===== src/rtl/addr_bus_initiator_pkg.sv =====
`default_nettype none
// ----------------------------------------------------------------------------
// addr_bus_initiator_pkg: bus direction enum and FSM state encoding shared by
// the bus initiator and target-side address decoders.  Rev 1.0
// ----------------------------------------------------------------------------
package addr_bus_initiator_pkg;

  typedef enum logic [1:0] {
    READ         = 2'b00,
    WRITE        = 2'b01,
    READ_N_WRITE = 2'b10
  } dir_e;

  typedef logic [2:0] state_t;

  localparam logic [2:0] c_ST_IDLE      = 3'd0;
  localparam logic [2:0] c_ST_SETUP     = 3'd1;
  localparam logic [2:0] c_ST_RD_STROBE = 3'd2;
  localparam logic [2:0] c_ST_WR_STROBE = 3'd3;
  localparam logic [2:0] c_ST_HOLD      = 3'd4;

  // The unused encoding 2'b11 is folded onto READ.
  function automatic dir_e decode_dir(input logic [1:0] raw);
    case (raw)
      2'b01:   return WRITE;
      2'b10:   return READ_N_WRITE;
      default: return READ;
    endcase
  endfunction

endpackage
`default_nettype wire


===== src/rtl/addr_req_fifo.sv =====
`default_nettype none
// ----------------------------------------------------------------------------
// addr_req_fifo: request queue, registered storage, no write-through bypass.
// Rev 1.0
// ----------------------------------------------------------------------------
module addr_req_fifo #(
  parameter int WIDTH = 6,
  parameter int DEPTH = 4
) (
  input  logic                       clk,
  input  logic                       rst,
  input  logic                       push_i,
  input  logic [WIDTH-1:0]           push_data_i,
  input  logic                       pop_i,
  output logic [WIDTH-1:0]           pop_data_o,
  output logic                       full_o,
  output logic                       empty_o,
  output logic [$clog2(DEPTH+1)-1:0] count_o
);

  localparam int c_PTR_W = $clog2(DEPTH);
  localparam int c_CNT_W = $clog2(DEPTH + 1);

  logic [WIDTH-1:0]   mem_q [DEPTH];
  logic [c_PTR_W-1:0] wr_ptr_q;
  logic [c_PTR_W-1:0] rd_ptr_q;
  logic [c_CNT_W-1:0] count_q;
  logic               w_push;
  logic               w_pop;

  assign full_o     = (count_q == c_CNT_W'(DEPTH));
  assign empty_o    = (count_q == '0);
  assign count_o    = count_q;
  assign w_push     = push_i && !full_o;
  assign w_pop      = pop_i && !empty_o;
  assign pop_data_o = mem_q[rd_ptr_q];

  // DEPTH is a power of two, so pointers wrap by natural overflow.
  always_ff @(posedge clk) begin
    if (rst) begin
      wr_ptr_q <= '0;
      rd_ptr_q <= '0;
      count_q  <= '0;
    end else begin
      if (w_push) wr_ptr_q <= wr_ptr_q + c_PTR_W'(1);
      if (w_pop)  rd_ptr_q <= rd_ptr_q + c_PTR_W'(1);
      case ({w_push, w_pop})
        2'b10:   count_q <= count_q + c_CNT_W'(1);
        2'b01:   count_q <= count_q - c_CNT_W'(1);
        default: count_q <= count_q;
      endcase
    end
  end

  always_ff @(posedge clk) begin
    if (w_push) mem_q[wr_ptr_q] <= push_data_i;
  end

endmodule
`default_nettype wire


===== src/rtl/addr_bus_initiator.sv =====
`default_nettype none
// ----------------------------------------------------------------------------
// addr_bus_initiator: queued address/strobe bus master; optional address range
// rejection with ADDR_BUS_RANGE_CHECK_EN.  Rev 1.0
// ----------------------------------------------------------------------------
module addr_bus_initiator
  import addr_bus_initiator_pkg::*;
#(
  parameter int ADDRESS_WIDTH = 4,
  parameter int FIFO_DEPTH    = 4,
  parameter int STROBE_CYCLES = 1,
  parameter int NUM_TARGETS   = 16
) (
  input  logic                     clk,
  input  logic                     rst,
  input  logic                     req_valid,
  output logic                     req_ready,
  input  logic [ADDRESS_WIDTH-1:0] req_address,
  input  logic [1:0]               req_direction,
  output logic [ADDRESS_WIDTH-1:0] active_address,
  output logic                     read_enable,
  output logic                     write_enable,
  output logic                     busy,
  output logic                     done,
  output logic                     err
);

  localparam int c_ENTRY_W = ADDRESS_WIDTH + 2;
  localparam int c_CNT_W   = $clog2(FIFO_DEPTH + 1);
  localparam int c_STB_W   = (STROBE_CYCLES > 1) ? $clog2(STROBE_CYCLES) : 1;
  localparam logic [c_STB_W-1:0] c_STB_LAST = c_STB_W'(STROBE_CYCLES - 1);

  if (NUM_TARGETS < 1 || NUM_TARGETS > (1 << ADDRESS_WIDTH) ||
      FIFO_DEPTH < 2 || STROBE_CYCLES < 1) begin : g_bad_params
    $error("addr_bus_initiator: illegal parameter combination");
  end

  state_t                   state_q, state_d;
  logic [c_STB_W-1:0]       stb_cnt_q, stb_cnt_d;
  logic [ADDRESS_WIDTH-1:0] addr_q, addr_d;
  dir_e                     dir_q, dir_d;
  logic                     w_hs, w_push, w_pop, w_full, w_empty, w_stb_last;
  logic [c_CNT_W-1:0]       w_count;
  logic [c_ENTRY_W-1:0]     w_head;

  assign req_ready = ~w_full;
  assign w_hs      = req_valid && req_ready;

`ifdef ADDR_BUS_RANGE_CHECK_EN
  localparam logic [ADDRESS_WIDTH:0] c_NUM_TARGETS = (ADDRESS_WIDTH + 1)'(NUM_TARGETS);
  logic w_in_range;
  logic err_q;

  assign w_in_range = ({1'b0, req_address} < c_NUM_TARGETS);
  assign w_push     = w_hs && w_in_range;
  assign err        = err_q;

  always_ff @(posedge clk) begin
    if (rst) err_q <= 1'b0;
    else     err_q <= w_hs && !w_in_range;
  end
`else
  assign w_push = w_hs;
  assign err    = 1'b0;
`endif

  addr_req_fifo #(
    .WIDTH (c_ENTRY_W),
    .DEPTH (FIFO_DEPTH)
  ) u_fifo (
    .clk         (clk),
    .rst         (rst),
    .push_i      (w_push),
    .push_data_i ({req_address, req_direction}),
    .pop_i       (w_pop),
    .pop_data_o  (w_head),
    .full_o      (w_full),
    .empty_o     (w_empty),
    .count_o     (w_count)
  );

  assign w_stb_last = (stb_cnt_q == c_STB_LAST);

  always_comb begin
    state_d   = state_q;
    stb_cnt_d = stb_cnt_q;
    addr_d    = addr_q;
    dir_d     = dir_q;
    w_pop     = 1'b0;
    case (state_q)
      c_ST_IDLE: begin
        if (!w_empty) begin
          w_pop   = 1'b1;
          addr_d  = w_head[c_ENTRY_W-1:2];
          dir_d   = decode_dir(w_head[1:0]);
          state_d = c_ST_SETUP;
        end
      end
      c_ST_SETUP: state_d = (dir_q == WRITE) ? c_ST_WR_STROBE : c_ST_RD_STROBE;
      c_ST_RD_STROBE: begin
        if (w_stb_last) begin
          stb_cnt_d = '0;
          state_d   = (dir_q == READ_N_WRITE) ? c_ST_WR_STROBE : c_ST_HOLD;
        end else begin
          stb_cnt_d = stb_cnt_q + c_STB_W'(1);
        end
      end
      c_ST_WR_STROBE: begin
        if (w_stb_last) begin
          stb_cnt_d = '0;
          state_d   = c_ST_HOLD;
        end else begin
          stb_cnt_d = stb_cnt_q + c_STB_W'(1);
        end
      end
      c_ST_HOLD: state_d = c_ST_IDLE;
      default:   state_d = c_ST_IDLE;
    endcase
  end

  always_ff @(posedge clk) begin
    if (rst) begin
      state_q   <= c_ST_IDLE;
      stb_cnt_q <= '0;
      addr_q    <= '0;
      dir_q     <= READ;
    end else begin
      state_q   <= state_d;
      stb_cnt_q <= stb_cnt_d;
      addr_q    <= addr_d;
      dir_q     <= dir_d;
    end
  end

  // Bus outputs decode registered state only, so they are glitch-free.
  assign active_address = addr_q;
  assign read_enable    = (state_q == c_ST_RD_STROBE);
  assign write_enable   = (state_q == c_ST_WR_STROBE);
  assign done           = (state_q == c_ST_HOLD);
  assign busy           = (state_q != c_ST_IDLE) || (w_count != '0);

endmodule
`default_nettype wire


===== config.mk =====
export PLATFORM = sky130hd
export DESIGN_NAME = addr_bus_initiator
export DESIGN_NICKNAME = d
export VERILOG_FILES = /design/src/rtl/addr_bus_initiator_pkg.sv /design/src/rtl/addr_req_fifo.sv /design/src/rtl/addr_bus_initiator.sv
export SDC_FILE = /design/constraint.sdc
export NUM_CORES = 1
export LEC_CHECK = 0
export ABC_CLOCK_PERIOD_IN_PS = 4700
export CAP_MARGIN = 15
export CELL_PAD_IN_SITES_DETAIL_PLACEMENT = 2
export CELL_PAD_IN_SITES_GLOBAL_PLACEMENT = 2
export CORE_MARGIN = 2
export CORE_UTILIZATION = 40
export CTS_CLUSTER_SIZE = 24
export DETAILED_ROUTE_END_ITERATION = 12
export GPL_TIMING_DRIVEN = 0
export PLACE_DENSITY_LB_ADDON = 0.08
export SKIP_LAST_GASP = 1
export SLEW_MARGIN = 20
export SYNTH_ARGS = -nofsm -noshare
export SYNTH_HDL_FRONTEND = slang
export SYNTH_HIERARCHICAL = 1
export SYNTH_SLANG_ARGS = --single-unit

===== constraint.sdc =====
create_clock -name clk -period 4.7 [get_ports clk]
set_input_delay 0.94 -clock clk [delete_from_list [all_inputs] [get_ports clk]]
set_output_delay 0.94 -clock clk [all_outputs]
set_load 0.005 [all_outputs]

Yosys cells after proc, flatten, opt, wreduce, memory -nomap -nowiden
Memory sizes are Yosys's and may differ from the RTL's. A register that Yosys moved wholly into a read port is not among the register bits. Cells that the tools add are included.

Flip-flop bits (word level): 17. RAM bits: 24. Input bits: 9. Output and inout port bits: 10. Logic and storage cells: 58. Memories: 1.

Add/sub/neg operators: 5. Equal/unequal tests: 14. Muxes and demuxes: 15. Bitwise operators: 2. Reductions and logical operators: 14.

Memory list: u_fifo.mem_q (depth 4, width 6, read ports 1, clocked after Yosys merged registers in 1, write ports 1, RTL line addr_req_fifo.sv:24) `logic [WIDTH-1:0] mem_q [DEPTH];`.

Operator list (count): $mux W3 (4); $pmux W3 S4 (1); $eq A2 B1 Y1 const B (3); $eq A2 B2 Y1 const B (3); $eq A3 B2 Y1 const B (2); $eq A3 B3 Y1 const B (2); $logic_not A3 Y1 (2); $mux W1 (6); $ne A2 B2 Y1 const B (3); $pmux W3 S2 (1); $reduce_bool A3 Y1 (2); $add A2 B1 Y2 const B (2); $mux W2 (2); $pmux W2 S2 (1); $add A3 B1 Y3 const B (1); $eq A3 B1 Y1 const B (1); $logic_and A1 B1 Y1 (3); $reduce_and A3 Y1 (1); $sub A3 B1 Y3 const B (1); $logic_not A1 Y1 (2); $not A1 Y1 (2); $reduce_and A2 Y1 (1); $reduce_bool A2 Y1 (1); $reduce_or A2 Y1 (1); 2 further kinds (2).

Depth between registers and ports, before layout
Gate-level depths: netlist of run 1.

Depth after elaboration: 6. Gate-level depth with buffers: 11. Mapped depth without buffers: 11.

Hierarchy
The synthesis of run 1 kept the hierarchy.

Modules (own cells, without submodules): addr_req_fifo (times used 1, cells each 85, area an instance 1336.3 um^2, seq. area each 900.9 um^2); addr_bus_initiator (times used 1, cells each 51, area an instance 488.0 um^2, seq. area each 180.2 um^2).

Least setup slack after synthesis of run 1
No wires, ideal clock.

Kind: input-to-reg. From: input port req_valid. To: register u_fifo.count_q[2], in the netlist u_fifo/count_o[2]. Library setup time: 0.070 ns. Arrival: 2.422 ns. Data required time: 4.630 ns. Path slack: 2.208 ns. Stages: 10. Path buffers: 0. Path through: nor2b_1 > inv_1 > nor2_1 > inv_1 > ha_1 > inv_1 > fa_1 > xor2_1 > or3_1 > a21oi_1.

Longest elaborated chain between the ends: 4. Elaborated cells between the ends (all ways): 6. Those cells by class: eq/ne (2); mux (1); reduce/logical (3).

Ends and longest elaborated chain: start: declaration (RTL line addr_bus_initiator.sv:16) `input logic req_valid,`; $logic_and A1 B1 Y1 (*) (RTL line addr_bus_initiator.sv:47) `assign w_hs = req_valid && req_ready;`; $logic_and A1 B1 Y1 (*) (RTL line addr_req_fifo.sv:34) `assign w_push = push_i && !full_o;`; $eq A2 B1 Y1 or $eq A2 B2 Y1 (tied branches) (RTL line addr_req_fifo.sv:47) `case ({w_push, w_pop})`; $pmux W3 S2 or $reduce_bool A2 Y1 (tied branches); end signal: assignment (RTL line addr_req_fifo.sv:48) `2'b10: count_q <= count_q + c_CNT_W'(1);`; end signal: assignment (RTL line addr_req_fifo.sv:49) `2'b01: count_q <= count_q - c_CNT_W'(1);`; end signal: assignment (RTL line addr_req_fifo.sv:50) `default: count_q <= count_q;`; end: declaration (RTL line addr_req_fifo.sv:27) `logic [c_CNT_W-1:0] count_q;`.

Mark *: on every way between the ends. The rest lies on a longest branch, timed or not. A chain may end at the register's enable or synchronous reset.

Worst setup path after layout of run 1
From: register u_fifo.count_q[0], in the netlist u_fifo/count_o[0]. To: register u_fifo.count_q[2], in the netlist u_fifo/count_o[2].

Longest elaborated chain between the ends: 6. Elaborated cells between the ends (all ways): 16. Those cells by class: add/sub (2); eq/ne (3); mux (3); bitwise (1); reduce/logical (7).

Ends and longest elaborated chain: $logic_not A3 Y1 (*) (RTL line addr_req_fifo.sv:32) `assign empty_o = (count_q == '0);`; via w_empty (RTL line addr_bus_initiator.sv:42) `logic w_hs, w_push, w_pop, w_full, w_empty, w_stb_last;`; $mux W1 (*) (RTL line addr_bus_initiator.sv:92) `if (!w_empty) begin`; $mux W1 (*) (RTL line addr_bus_initiator.sv:90) `case (state_q)`; via w_pop (RTL line addr_bus_initiator.sv:42); $logic_and A1 B1 Y1 (*) (RTL line addr_req_fifo.sv:35) `assign w_pop = pop_i && !empty_o;`; via u_fifo.w_pop (RTL line addr_req_fifo.sv:29) `logic w_pop;`; $eq A2 B1 Y1 or $eq A2 B2 Y1 (tied branches) (RTL line addr_req_fifo.sv:47); $pmux W3 S2 or $reduce_bool A2 Y1 (tied branches).

The timed path passes the listed nets; every way through them passes the cells marked *.

==> results of run 1 <==
cell usage after synthesis, drive strengths merged:
library cell  instances
o31a                  1
nor4                  1
a21oi                 5
a211oi                1
nor3b                 2
fa                    1
buf                   4
and4bb                2
mux4                  6
and2                  4
o21a                  1
clkbuf                1
nand3b                1
o21ai                 4
or3b                  2
o31ai                 1
edfxtp               24
nor3                  4
ha                    5
mux2i                 6
nor2b                 1
nand2                 2
or3                   3
xor2                  3
inv                  10
nand2b               10
conb                  1
nor2                 10
or2b                  1
and2b                 1
dfxtp                18
power by group through the flow:
stage,Combinational (mW),Sequential (mW),Clock (mW)
after floorplan,0.295,0.519,0
after detailed placement,0.449,0.534,0
final,0.438,0.524,0.279
after global routing,0.489,0.534,0.296
after global placement,0.416,0.525,0
after CTS,0.454,0.526,0.287
kinds of logic after synthesis:
kind of cell    count (synthesis)
simple gates                   44
flops                          42
buf+inv                        15
compound gates                 13
mux                            12
fa+ha+maj                       6
xor+xnor                        3
other cells                     1
stage by stage:
stage                     hold slack (ns)  total power, mW  setup WS (ns)  instances  instance area (µm²)
after floorplan                     0.445            0.814           2.21        136                 1820
after global placement              0.457            0.941           1.72        205                 2060
after detailed placement            0.478            0.983           1.61        205                 2060
after CTS                           0.491             1.27           1.80        213                 2170
after global routing                0.506             1.32           1.64        213                 2170
final                               0.480             1.24           1.86        213                 2170
flip-flops by register name, summed over array words and instances (netlist names), named ones only:
signal and flops:
u_fifo/wr_ptr_q 2, state_q 3, u_fifo/mem_q 24, u_fifo/rd_ptr_q 2, dir_q 2, u_fifo/count_o 3
active_address 4
worst max-delay path: stages (launching register included):
cell and delay, ns:
sky130_fd_sc_hd__dfxtp_1 0.48, sky130_fd_sc_hd__nor3_2 0.14, sky130_fd_sc_hd__nor4_4 0.52, sky130_fd_sc_hd__o31ai_1 0.25
sky130_fd_sc_hd__inv_1 0.12, sky130_fd_sc_hd__ha_1 0.19, sky130_fd_sc_hd__inv_1 0.06, sky130_fd_sc_hd__fa_1 0.37
sky130_fd_sc_hd__xor2_1 0.16, sky130_fd_sc_hd__or3_1 0.31, sky130_fd_sc_hd__a21oi_1 0.15
routing by layer:
| layer | global-route usage | part of all wire |
|---|---|---|
| met1 | 0.182 | 0.44 |
| met2 | 0.277 | 0.52 |
| met4 | 0.0566 | 0.012 |
| met3 | 0.0352 | 0.032 |
| met5 | 0 | 0 |
path summary, 6_finish.rpt:
| check | startpoint | endpoint | slack, ns |
|---|---|---|---|
| setup reg to reg | u_fifo/count_o[0] | u_fifo/count_o[2] | 1.86 |
| hold reg to reg | active_address[1] | active_address[1] | 0.48 |
| setup / recovery | u_fifo/count_o[0] | u_fifo/count_o[2] | 1.86 |
| hold / removal | active_address[1] | active_address[1] | 0.48 |
layout make-up:
type | count | area [µm²]
Buffer | 5 | 31.3
Clock buffer | 5 | 68.8
Clock inverter | 3 | 40.0
Fill cell | 431 | 2220
Inverter | 10 | 37.5
Multi-Input combinational cell | 79 | 674
Sequential cell | 42 | 1080
Tap cell | 52 | 65.1
Timing Repair Buffer | 17 | 170
==> results_tabular.tex, run 1 <==
\begin{tabular}{lr}
\hline
Metric & Value \\
\hline
\multicolumn{2}{l}{\textbf{Status}} \\
Result of the run & completed \\
\multicolumn{2}{l}{\textbf{Yosys}} \\
Distinct cell type count of the synthesized netlist & 36 \\
Share of the synthesized area in the top cell type & 0.395 \\
Post-synthesis area per instance & 13.4 µm² \\
Library cell with the largest summed area after synthesis & sky130\_fd\_sc\_hd\_\_edfxtp\_1 \\
Adder and majority gate portion of the synthesized area & 0.0453 \\
Complex-gate fraction of the synthesized area & 0.0418 \\
Seq/Total Area, Yosys & 0.593 \\
Syn Inst Count & 136 \\
Post-synthesis sequential element count & 42 \\
Number of warnings issued by yosys & 6 \\
Proportion of synthesized area in mux cells & 0.107 \\
Net count of the mapped netlist & 151 \\
Synth Cell Area & 1820 µm² \\
Area contributors post-synth & sky130\_fd\_sc\_hd\_\_edfxtp\_1, sky130\_fd\_sc\_hd\_\_dfxtp\_1, sky130\_fd\_sc\_hd\_\_mux4\_2 \\
Share of synthesized cell area in and, or, nand and nor gates & 0.159 \\
Main combinational cell family by area after synthesis & simple AND/OR/NAND/NOR gates \\
Fraction of synthesized cell area in xor and xnor cells & 0.0144 \\
\multicolumn{2}{l}{\textbf{Clock tree}} \\
Maximum level of the CTS H-tree & 2 \\
Number of hold buffers added after CTS & 0 \\
Post-CTS setup buffer count & 0 \\
Quantity of gates resized following cts & 0 \\
Maximum buffer depth of the clock tree & 2 \\
Clock transition time at the flip-flop clock pins of the worst setup and hold paths & 0.08 ns \\
Number of sinks handled by clock tree synthesis & 42 \\
Library cell used as clock root buffer & sky130\_fd\_sc\_hd\_\_clkbuf\_8 \\
Clock latency on the worst-skew pair & 0.29 ns \\
TritonCTS clock tree & done \\
TritonCTS Buffers & 5 \\
\multicolumn{2}{l}{\textbf{Power and ir drop}} \\
Clock share of power & 0.225 \\
Power Dens Cells & 573 nW/µm² \\
Flop pwr share & 0.422 \\
Sw Ratio & 0.316 \\
Fraction of power consumed by combinational cells & 0.353 \\
Internal portion of total power & 0.850 mW \\
Net switching power & 0.392 mW \\
VDD IR max & 0.287 mV \\
Leakage power figure & 0.770 nW \\
\multicolumn{2}{l}{\textbf{Worst setup path}} \\
CP endpoint kind & register \\
Worst setup path class & reg -> reg \\
CP Max Fanout & 8 \\
CP Data Required Time & 4.92 ns \\
Arrival time at the worst endpoint & 3.06 ns \\
Startpoint class of the critical path & register \\
Worst Reg-to-Reg Cells & 10 \\
\multicolumn{2}{l}{\textbf{GRT}} \\
Overall fraction of global-route tracks in use & 0.155 \\
Antenna violations before repair & 0 \\
Global-route wire length before repair & 5.92 mm \\
Largest net degree at the start of global routing & 14 \\
Via count of the first global-routing pass & 1239 \\
Leftover overflow at the end of global routing & 0 \\
\multicolumn{2}{l}{\textbf{Placement}} \\
Number of buffers added on ports & 17 \\
Half-perimeter wire length after placement & 2.76 mm \\
Global placement routability congestion & 0.643 \\
\multicolumn{2}{l}{\textbf{Drt}} \\
Total number of vias & 1096 \\
Final Routed Wirelength & 3.67 mm \\
Number of routed nets with antenna violations & 0 \\
Violation count after the first detailed-routing iteration & 33 \\
Residual DRC count & 0 \\
Detail-routed via count per cell & 5.15 \\
Detailed Routing Iterations Pass 1 & 4 \\
Avg WL per Cell & 17.2 µm \\
\multicolumn{2}{l}{\textbf{Timing}} \\
Fraction of the cycle the final worst path needs & 0.604 \\
RSZ-0062 raised after global routing & false \\
Number of max-slew violations in the final report & 0 \\
Pin slew with the least headroom to its limit & 0.675 ns \\
Final setup violation count & 0 \\
Setup skew after layout & 0.00420 ns \\
Final Hold Vio Count & 0 \\
Sum of negative setup slack & 0 ns \\
Upper clock frequency limit & 0.352 GHz \\
Slew margin rel. & 0.547 \\
Clock period minus worst slack & 2.84 ns \\
\multicolumn{2}{l}{\textbf{Layout}} \\
Antenna Cells & 0 \\
Fraction of layout instances using a drive strength above 1 & 0.155 \\
Area added between synthesis and finish & 18.9\% \\
Post-layout nets & 175 \\
Post-layout util & 0.495 \\
Leading cell type in the layout, fill and taps excluded & sky130\_fd\_sc\_hd\_\_edfxtp\_1 \\
Commonest cells after routing, fill and taps aside & sky130\_fd\_sc\_hd\_\_edfxtp\_1, sky130\_fd\_sc\_hd\_\_dfxtp\_1, sky130\_fd\_sc\_hd\_\_clkdlybuf4s50\_1 \\
\multicolumn{2}{l}{\textbf{Floorplan}} \\
Full die area & 5120 µm² \\
Floorplan die width & 71.5 µm \\
I/O pin count & 19 \\
Die extent in y & 71.5 µm \\
Core Rows & 24 \\
Core Region & 4380 µm² \\
Initial Utilization & 0.416 \\
\multicolumn{2}{l}{\textbf{Hold path}} \\
Hold-critical path depth & 2 \\
Path class of the lowest-slack min-delay path & reg -> reg \\
\multicolumn{2}{l}{\textbf{Run}} \\
Max\_cap viols & 0 \\
\hline
\end{tabular}
Note: power is estimated with default switching activity, not from simulation.
==> inputs of run 2 (changes only) <==
--- a/config.mk
+++ b/config.mk
@@ -5,12 +5,12 @@
 export SDC_FILE = /design/constraint.sdc
 export NUM_CORES = 1
 export LEC_CHECK = 0
-export ABC_CLOCK_PERIOD_IN_PS = 4700
+export ABC_CLOCK_PERIOD_IN_PS = 2800
 export CAP_MARGIN = 15
 export CELL_PAD_IN_SITES_DETAIL_PLACEMENT = 2
 export CELL_PAD_IN_SITES_GLOBAL_PLACEMENT = 2
 export CORE_MARGIN = 2
-export CORE_UTILIZATION = 40
+export CORE_UTILIZATION = 38
 export CTS_CLUSTER_SIZE = 24
 export DETAILED_ROUTE_END_ITERATION = 12
 export GPL_TIMING_DRIVEN = 0
==> constraint.sdc (replaced) <==
create_clock -name clk -period 2.8 [get_ports clk]
set_input_delay 0.56 -clock clk [delete_from_list [all_inputs] [get_ports clk]]
set_output_delay 0.56 -clock clk [all_outputs]
set_load 0.005 [all_outputs]
==> run 2 against run 1 <==
Register-to-register slack worse by 1.6 ns. Clock power increased by 33%. Count of clock-buffer cells in the layout is 1 higher. Clock skew grew 0.0012 ns. First-iteration DRC count down 33%. Largest cell class unchanged. Highest routed layer unchanged.
==> results_tabular.tex, run 2 (synthesized netlist as in run 1, its figures left out) <==
\begin{tabular}{lr}
\hline
Metric & Value \\
\hline
\multicolumn{2}{l}{\textbf{Status}} \\
Result of the run & completed \\
\multicolumn{2}{l}{\textbf{Run}} \\
Max\_cap viols & 0 \\
\multicolumn{2}{l}{\textbf{Power and ir drop}} \\
Leakage power figure & 0.765 nW \\
Sw Ratio & 0.322 \\
VDD IR max & 0.343 mV \\
Power Dens Cells & 935 nW/µm² \\
Internal portion of total power & 1.37 mW \\
Clock share of power & 0.183 \\
PnR Total Power & 2.02 mW \\
Fraction of power consumed by combinational cells & 0.381 \\
Net switching power & 0.652 mW \\
Flop pwr share & 0.435 \\
\multicolumn{2}{l}{\textbf{Worst setup path}} \\
Startpoint class of the critical path & register \\
CP dominant cell by count & sky130\_fd\_sc\_hd\_\_inv\_1 \\
Worst-path cell with the longest stage delay & sky130\_fd\_sc\_hd\_\_dfxtp\_1 \\
Worst Reg-to-Reg Cells & 10 \\
CP Max Fanout & 6 \\
Cells along the critical path & nor3\_2, nor4\_4, o31ai\_1, inv\_1, ha\_1, inv\_1, fa\_1, xor2\_1, or3\_1, a21oi\_1 \\
Worst setup path class & reg -> reg \\
Setup slack on the worst flop-to-flop path & 0.29 ns \\
Arrival time at the worst endpoint & 2.73 ns \\
CP endpoint kind & register \\
Startpoint of the most critical register-to-register path & u\_fifo/count\_o[0] \\
Peak per-stage delay on the critical path & 0.50 ns \\
CP Data Required Time & 3.02 ns \\
Endpoint of the worst-slack reg-to-reg timing path & u\_fifo/count\_o[2] \\
\multicolumn{2}{l}{\textbf{Floorplan}} \\
Core Rows & 25 \\
Core Region & 4660 µm² \\
Full die area & 5370 µm² \\
Floorplan die width & 73.3 µm \\
Initial Utilization & 0.391 \\
I/O pin count & 19 \\
Die extent in y & 73.3 µm \\
\multicolumn{2}{l}{\textbf{GRT}} \\
Largest net degree at the start of global routing & 14 \\
Antenna violations before repair & 0 \\
Leftover overflow at the end of global routing & 0 \\
Global-route wire length before repair & 5.64 mm \\
Via count of the first global-routing pass & 1144 \\
Overall fraction of global-route tracks in use & 0.146 \\
\multicolumn{2}{l}{\textbf{Drt}} \\
Final Routed Wirelength & 3.59 mm \\
Detail-routed via count per cell & 5.07 \\
Detailed Routing Iterations Pass 1 & 3 \\
Residual DRC count & 0 \\
Avg WL per Cell & 16.6 µm \\
Number of routed nets with antenna violations & 0 \\
Violation count after the first detailed-routing iteration & 22 \\
Total number of vias & 1100 \\
\multicolumn{2}{l}{\textbf{Clock tree}} \\
Clock latency on the worst-skew pair & 0.29 ns \\
Maximum buffer depth of the clock tree & 2 \\
Clock transition time at the flip-flop clock pins of the worst setup and hold paths & 0.08 ns \\
Maximum level of the CTS H-tree & 2 \\
Number of hold buffers added after CTS & 0 \\
TritonCTS clock tree & done \\
Number of sinks handled by clock tree synthesis & 42 \\
TritonCTS Buffers & 5 \\
Library cell used as clock root buffer & sky130\_fd\_sc\_hd\_\_clkbuf\_8 \\
\multicolumn{2}{l}{\textbf{Timing}} \\
Clock period minus worst slack & 2.51 ns \\
Hold WS & 0.483 ns \\
Final setup violation count & 0 \\
Worst setup slack after layout & 0.295 ns \\
Number of max-slew violations in the final report & 0 \\
Upper clock frequency limit & 0.399 GHz \\
Setup skew after layout & 0.00543 ns \\
Fraction of the cycle the final worst path needs & 0.895 \\
Final Hold Vio Count & 0 \\
Sum of negative setup slack & 0 ns \\
RSZ-0062 raised after global routing & false \\
\multicolumn{2}{l}{\textbf{Layout}} \\
Post-layout util & 0.465 \\
Post-layout nets & 177 \\
Final design instance area without fill & 2170 µm² \\
Commonest cells after routing, fill and taps aside & sky130\_fd\_sc\_hd\_\_edfxtp\_1, sky130\_fd\_sc\_hd\_\_dfxtp\_1, sky130\_fd\_sc\_hd\_\_clkdlybuf4s50\_1 \\
Antenna Cells & 0 \\
Leading cell type in the layout, fill and taps excluded & sky130\_fd\_sc\_hd\_\_edfxtp\_1 \\
Number of inserted filler cells in the final layout & 467 \\
Area added between synthesis and finish & 18.7\% \\
Fraction of layout instances using a drive strength above 1 & 0.160 \\
Number of flip-flops in the largest register & 24 \\
Most flop-heavy register & u\_fifo/mem\_q \\
Final cell count without fillers & 217 \\
\multicolumn{2}{l}{\textbf{Placement}} \\
Post-placement cell count & 207 \\
Global placement routability congestion & 0.657 \\
Total placed instance area & 2060 µm² \\
Number of buffers added on ports & 17 \\
Half-perimeter wire length after placement & 2.64 mm \\
Setup slack after placement & 0.0175 ns \\
\multicolumn{2}{l}{\textbf{Hold path}} \\
Path class of the lowest-slack min-delay path & reg -> reg \\
Startpoint of the worst hold path & active\_address[1] \\
Endpoint with the worst hold slack & active\_address[1] \\
Hold-critical path depth & 2 \\
\hline
\end{tabular}
==> run 2: what timing repair did <==
item                       in CTS  in global routing
setup endpoints to repair       0                  1
setup buffers                   0                  2
gates resized for setup         0                  1
==> run 2: power by group through the flow <==
| stage | registers [mW] | logic, mW | clock network, mW |
|---|---|---|---|
| 2_1_floorplan | 0.870 | 0.496 | 0 |
| 3_3_place_gp | 0.884 | 0.700 | 0 |
| 3_5_place_dp | 0.894 | 0.739 | 0 |
| 4_1_cts | 0.879 | 0.742 | 0.389 |
| 5_1_grt | 0.903 | 0.860 | 0.411 |
| 6_report | 0.881 | 0.772 | 0.371 |
==> run 2: layer usage <==
layer | global-route usage | wire (µm)
met1 | 0.178 | 1620
met2 | 0.244 | 1840
met3 | 0.0535 | 101
met4 | 0.0370 | 35
met5 | 0 | 0
==> run 2: area by class of cell <==
class	count	area, µm²	share of cell area
Sequential cell	42	1080	0.499
Multi-Input combinational cell	79	681	0.314
Inverter	10	37.5	0.0173
Buffer	5	31.3	0.0144
Clock buffer	6	72.6	0.0335
Timing Repair Buffer	19	185	0.0855
Clock inverter	2	10.0	0.00462
Tap cell	54	67.6	0.0312
==> run 2: worst max-delay path: cells and delay by family (launching register included) <==
| kind | cells | cell delay, ns |
|---|---|---|
| AOI/OAI and AO/OA | 2 | 0.31 |
| xor gates and xnor gates | 1 | 0.17 |
| adders and majority gates | 2 | 0.55 |
| buffers and inverters | 2 | 0.14 |
| DFF | 1 | 0.50 |
| and+or+nand+nor | 3 | 0.77 |
==> run 2: worst max path at each step <==
stage	endpoint	from	slack [ns]
2_1_floorplan	u_fifo/count_o[2]	state_q[0]	0.39
3_3_place_gp	u_fifo/count_o[2]	u_fifo/count_o[0]	0.09
3_5_place_dp	u_fifo/count_o[2]	u_fifo/count_o[0]	0.02
6_report	u_fifo/count_o[2]	u_fifo/count_o[0]	0.29
5_1_grt	u_fifo/count_o[2]	u_fifo/count_o[2]	0.06
4_1_cts	u_fifo/count_o[2]	u_fifo/count_o[0]	0.003
==> inputs of run 3 (changes only) <==
--- a/config.mk
+++ b/config.mk
@@ -15,6 +15,7 @@
 export DETAILED_ROUTE_END_ITERATION = 12
 export GPL_TIMING_DRIVEN = 0
 export PLACE_DENSITY_LB_ADDON = 0.08
+export SETUP_SLACK_MARGIN = 0.15
 export SKIP_LAST_GASP = 1
 export SLEW_MARGIN = 20
 export SYNTH_ARGS = -nofsm -noshare
==> run 3 against run 2 <==
Combinational power shrank 2%. Register-to-register slack gained 0.06 ns. Cell count is the same. Hold slack is the same. Sequential share of layout area is essentially flat. Design area is essentially flat. Total power shrank 0.87%. Count of clock-buffer cells in the layout is the same. Clock power is essentially flat. Sequential power is essentially flat. Largest power group unchanged. Highest routed layer unchanged.
==> results_tabular.tex, run 3 (synthesized netlist as in run 1, its figures left out) <==
\begin{tabular}{lr}
\hline
Metric & Value \\
\hline
\multicolumn{2}{l}{\textbf{Status}} \\
Result of the run & completed \\
\multicolumn{2}{l}{\textbf{GRT}} \\
Via count of the first global-routing pass & 1142 \\
Leftover overflow at the end of global routing & 0 \\
Global-route wire length before repair & 5.63 mm \\
Largest net degree at the start of global routing & 14 \\
Overall fraction of global-route tracks in use & 0.145 \\
Antenna violations before repair & 0 \\
\multicolumn{2}{l}{\textbf{Power and ir drop}} \\
Power Dens Cells & 926 nW/µm² \\
Sw Ratio & 0.322 \\
VDD IR max & 0.342 mV \\
Net switching power & 0.645 mW \\
Fraction of power consumed by combinational cells & 0.375 \\
Internal portion of total power & 1.36 mW \\
Clock share of power & 0.185 \\
Leakage power figure & 0.766 nW \\
PnR Total Power & 2.01 mW \\
Flop pwr share & 0.440 \\
\multicolumn{2}{l}{\textbf{Timing}} \\
Final setup violation count & 0 \\
Fraction of the cycle the final worst path needs & 0.874 \\
Number of max-slew violations in the final report & 0 \\
Upper clock frequency limit & 0.409 GHz \\
Final Hold Vio Count & 0 \\
Clock period minus worst slack & 2.45 ns \\
Hold WS & 0.483 ns \\
Worst setup slack after layout & 0.353 ns \\
Sum of negative setup slack & 0 ns \\
Setup skew after layout & 0.00545 ns \\
RSZ-0062 raised after global routing & false \\
\multicolumn{2}{l}{\textbf{Placement}} \\
Post-placement cell count & 207 \\
Global placement routability congestion & 0.657 \\
Half-perimeter wire length after placement & 2.64 mm \\
Total placed instance area & 2060 µm² \\
Number of buffers added on ports & 17 \\
Setup slack after placement & 0.0175 ns \\
\multicolumn{2}{l}{\textbf{Floorplan}} \\
I/O pin count & 19 \\
Floorplan die width & 73.3 µm \\
Die extent in y & 73.3 µm \\
Core Rows & 25 \\
Full die area & 5370 µm² \\
Initial Utilization & 0.391 \\
Core Region & 4660 µm² \\
\multicolumn{2}{l}{\textbf{Clock tree}} \\
TritonCTS clock tree & done \\
Clock latency on the worst-skew pair & 0.29 ns \\
TritonCTS Buffers & 5 \\
Library cell used as clock root buffer & sky130\_fd\_sc\_hd\_\_clkbuf\_8 \\
Number of sinks handled by clock tree synthesis & 42 \\
Maximum buffer depth of the clock tree & 2 \\
Clock transition time at the flip-flop clock pins of the worst setup and hold paths & 0.08 ns \\
Number of hold buffers added after CTS & 0 \\
Maximum level of the CTS H-tree & 2 \\
\multicolumn{2}{l}{\textbf{Worst setup path}} \\
Arrival time at the worst endpoint & 2.66 ns \\
Worst setup path class & reg -> reg \\
CP Data Required Time & 3.02 ns \\
CP Max Fanout & 6 \\
Startpoint class of the critical path & register \\
CP endpoint kind & register \\
\multicolumn{2}{l}{\textbf{Drt}} \\
Detailed Routing Iterations Pass 1 & 4 \\
Avg WL per Cell & 16.3 µm \\
Number of routed nets with antenna violations & 0 \\
Violation count after the first detailed-routing iteration & 26 \\
Total number of vias & 1112 \\
Residual DRC count & 0 \\
Final Routed Wirelength & 3.53 mm \\
Detail-routed via count per cell & 5.12 \\
\multicolumn{2}{l}{\textbf{Run}} \\
Max\_cap viols & 0 \\
\multicolumn{2}{l}{\textbf{Layout}} \\
Final cell count without fillers & 217 \\
Final design instance area without fill & 2170 µm² \\
Fraction of layout instances using a drive strength above 1 & 0.166 \\
Commonest cells after routing, fill and taps aside & sky130\_fd\_sc\_hd\_\_edfxtp\_1, sky130\_fd\_sc\_hd\_\_dfxtp\_1, sky130\_fd\_sc\_hd\_\_clkdlybuf4s50\_1 \\
Antenna Cells & 0 \\
Post-layout nets & 177 \\
Post-layout util & 0.465 \\
Number of flip-flops in the largest register & 24 \\
Most flop-heavy register & u\_fifo/mem\_q \\
Area added between synthesis and finish & 18.8\% \\
Leading cell type in the layout, fill and taps excluded & sky130\_fd\_sc\_hd\_\_edfxtp\_1 \\
\multicolumn{2}{l}{\textbf{Hold path}} \\
Path class of the lowest-slack min-delay path & reg -> reg \\
\hline
\end{tabular}
==> run 3: cell counts in the layout (fill, tap and decap cells not counted) <==
Identical to the previous run, type by type.
==> run 3: metal layers <==
layer  track usage  routed length, µm  part of all wire
met1         0.178               1630              0.46
met2         0.243               1760              0.50
met3        0.0535                101             0.029
met4        0.0370                 35            0.0099
met5             0                  0                 0
==> run 3: final timing paths <==
| check | from | end | slack [ns] | cells past startpoint |
|---|---|---|---|---|
| setup / recovery | u_fifo/count_o[0] | u_fifo/count_o[2] | 0.35 | 10 |
| hold / removal | active_address[1] | active_address[1] | 0.48 | 2 |
| setup reg to reg | u_fifo/count_o[0] | u_fifo/count_o[2] | 0.35 | 10 |
| hold reg to reg | active_address[1] | active_address[1] | 0.48 | 2 |
==> run 3: what timing repair did <==
item / CTS / global route
pin swaps: 1 / 0
buffers inserted: 1 / 1
hold endpoints to repair: 0 / 0
gates resized for setup: 0 / 2
endpoints found under the setup margin: 1 / 1
==> run 3: final cells by class <==
type,count,area [µm²]
Fill cell,465,2490
Buffer,5,31.3
Tap cell,54,67.6
Sequential cell,42,1080
Timing Repair Buffer,19,185
Clock buffer,6,72.6
Multi-Input combinational cell,79,681
Inverter,10,37.5
Clock inverter,2,10.0
==> run 3: worst max-delay path, stage by stage, from the launching register on <==
cell,delay [ns]
sky130_fd_sc_hd__dfxtp_1,0.49
sky130_fd_sc_hd__nor3_2,0.13
sky130_fd_sc_hd__nor4_4,0.28
sky130_fd_sc_hd__o31ai_1,0.15
sky130_fd_sc_hd__inv_1,0.08
sky130_fd_sc_hd__ha_1,0.18
sky130_fd_sc_hd__inv_1,0.06
sky130_fd_sc_hd__fa_1,0.37
sky130_fd_sc_hd__xor2_1,0.17
sky130_fd_sc_hd__or3_1,0.31
sky130_fd_sc_hd__a21oi_1,0.14
==> run 3: power groups by stage <==
| stage | sequential (mW) | combinational (mW) | clock (mW) |
|---|---|---|---|
| global route | 0.904 | 0.837 | 0.411 |
| detailed placement | 0.894 | 0.739 | 0 |
| floorplan | 0.870 | 0.496 | 0 |
| finish | 0.883 | 0.753 | 0.371 |
| CTS | 0.879 | 0.764 | 0.389 |
| global placement | 0.884 | 0.700 | 0 |
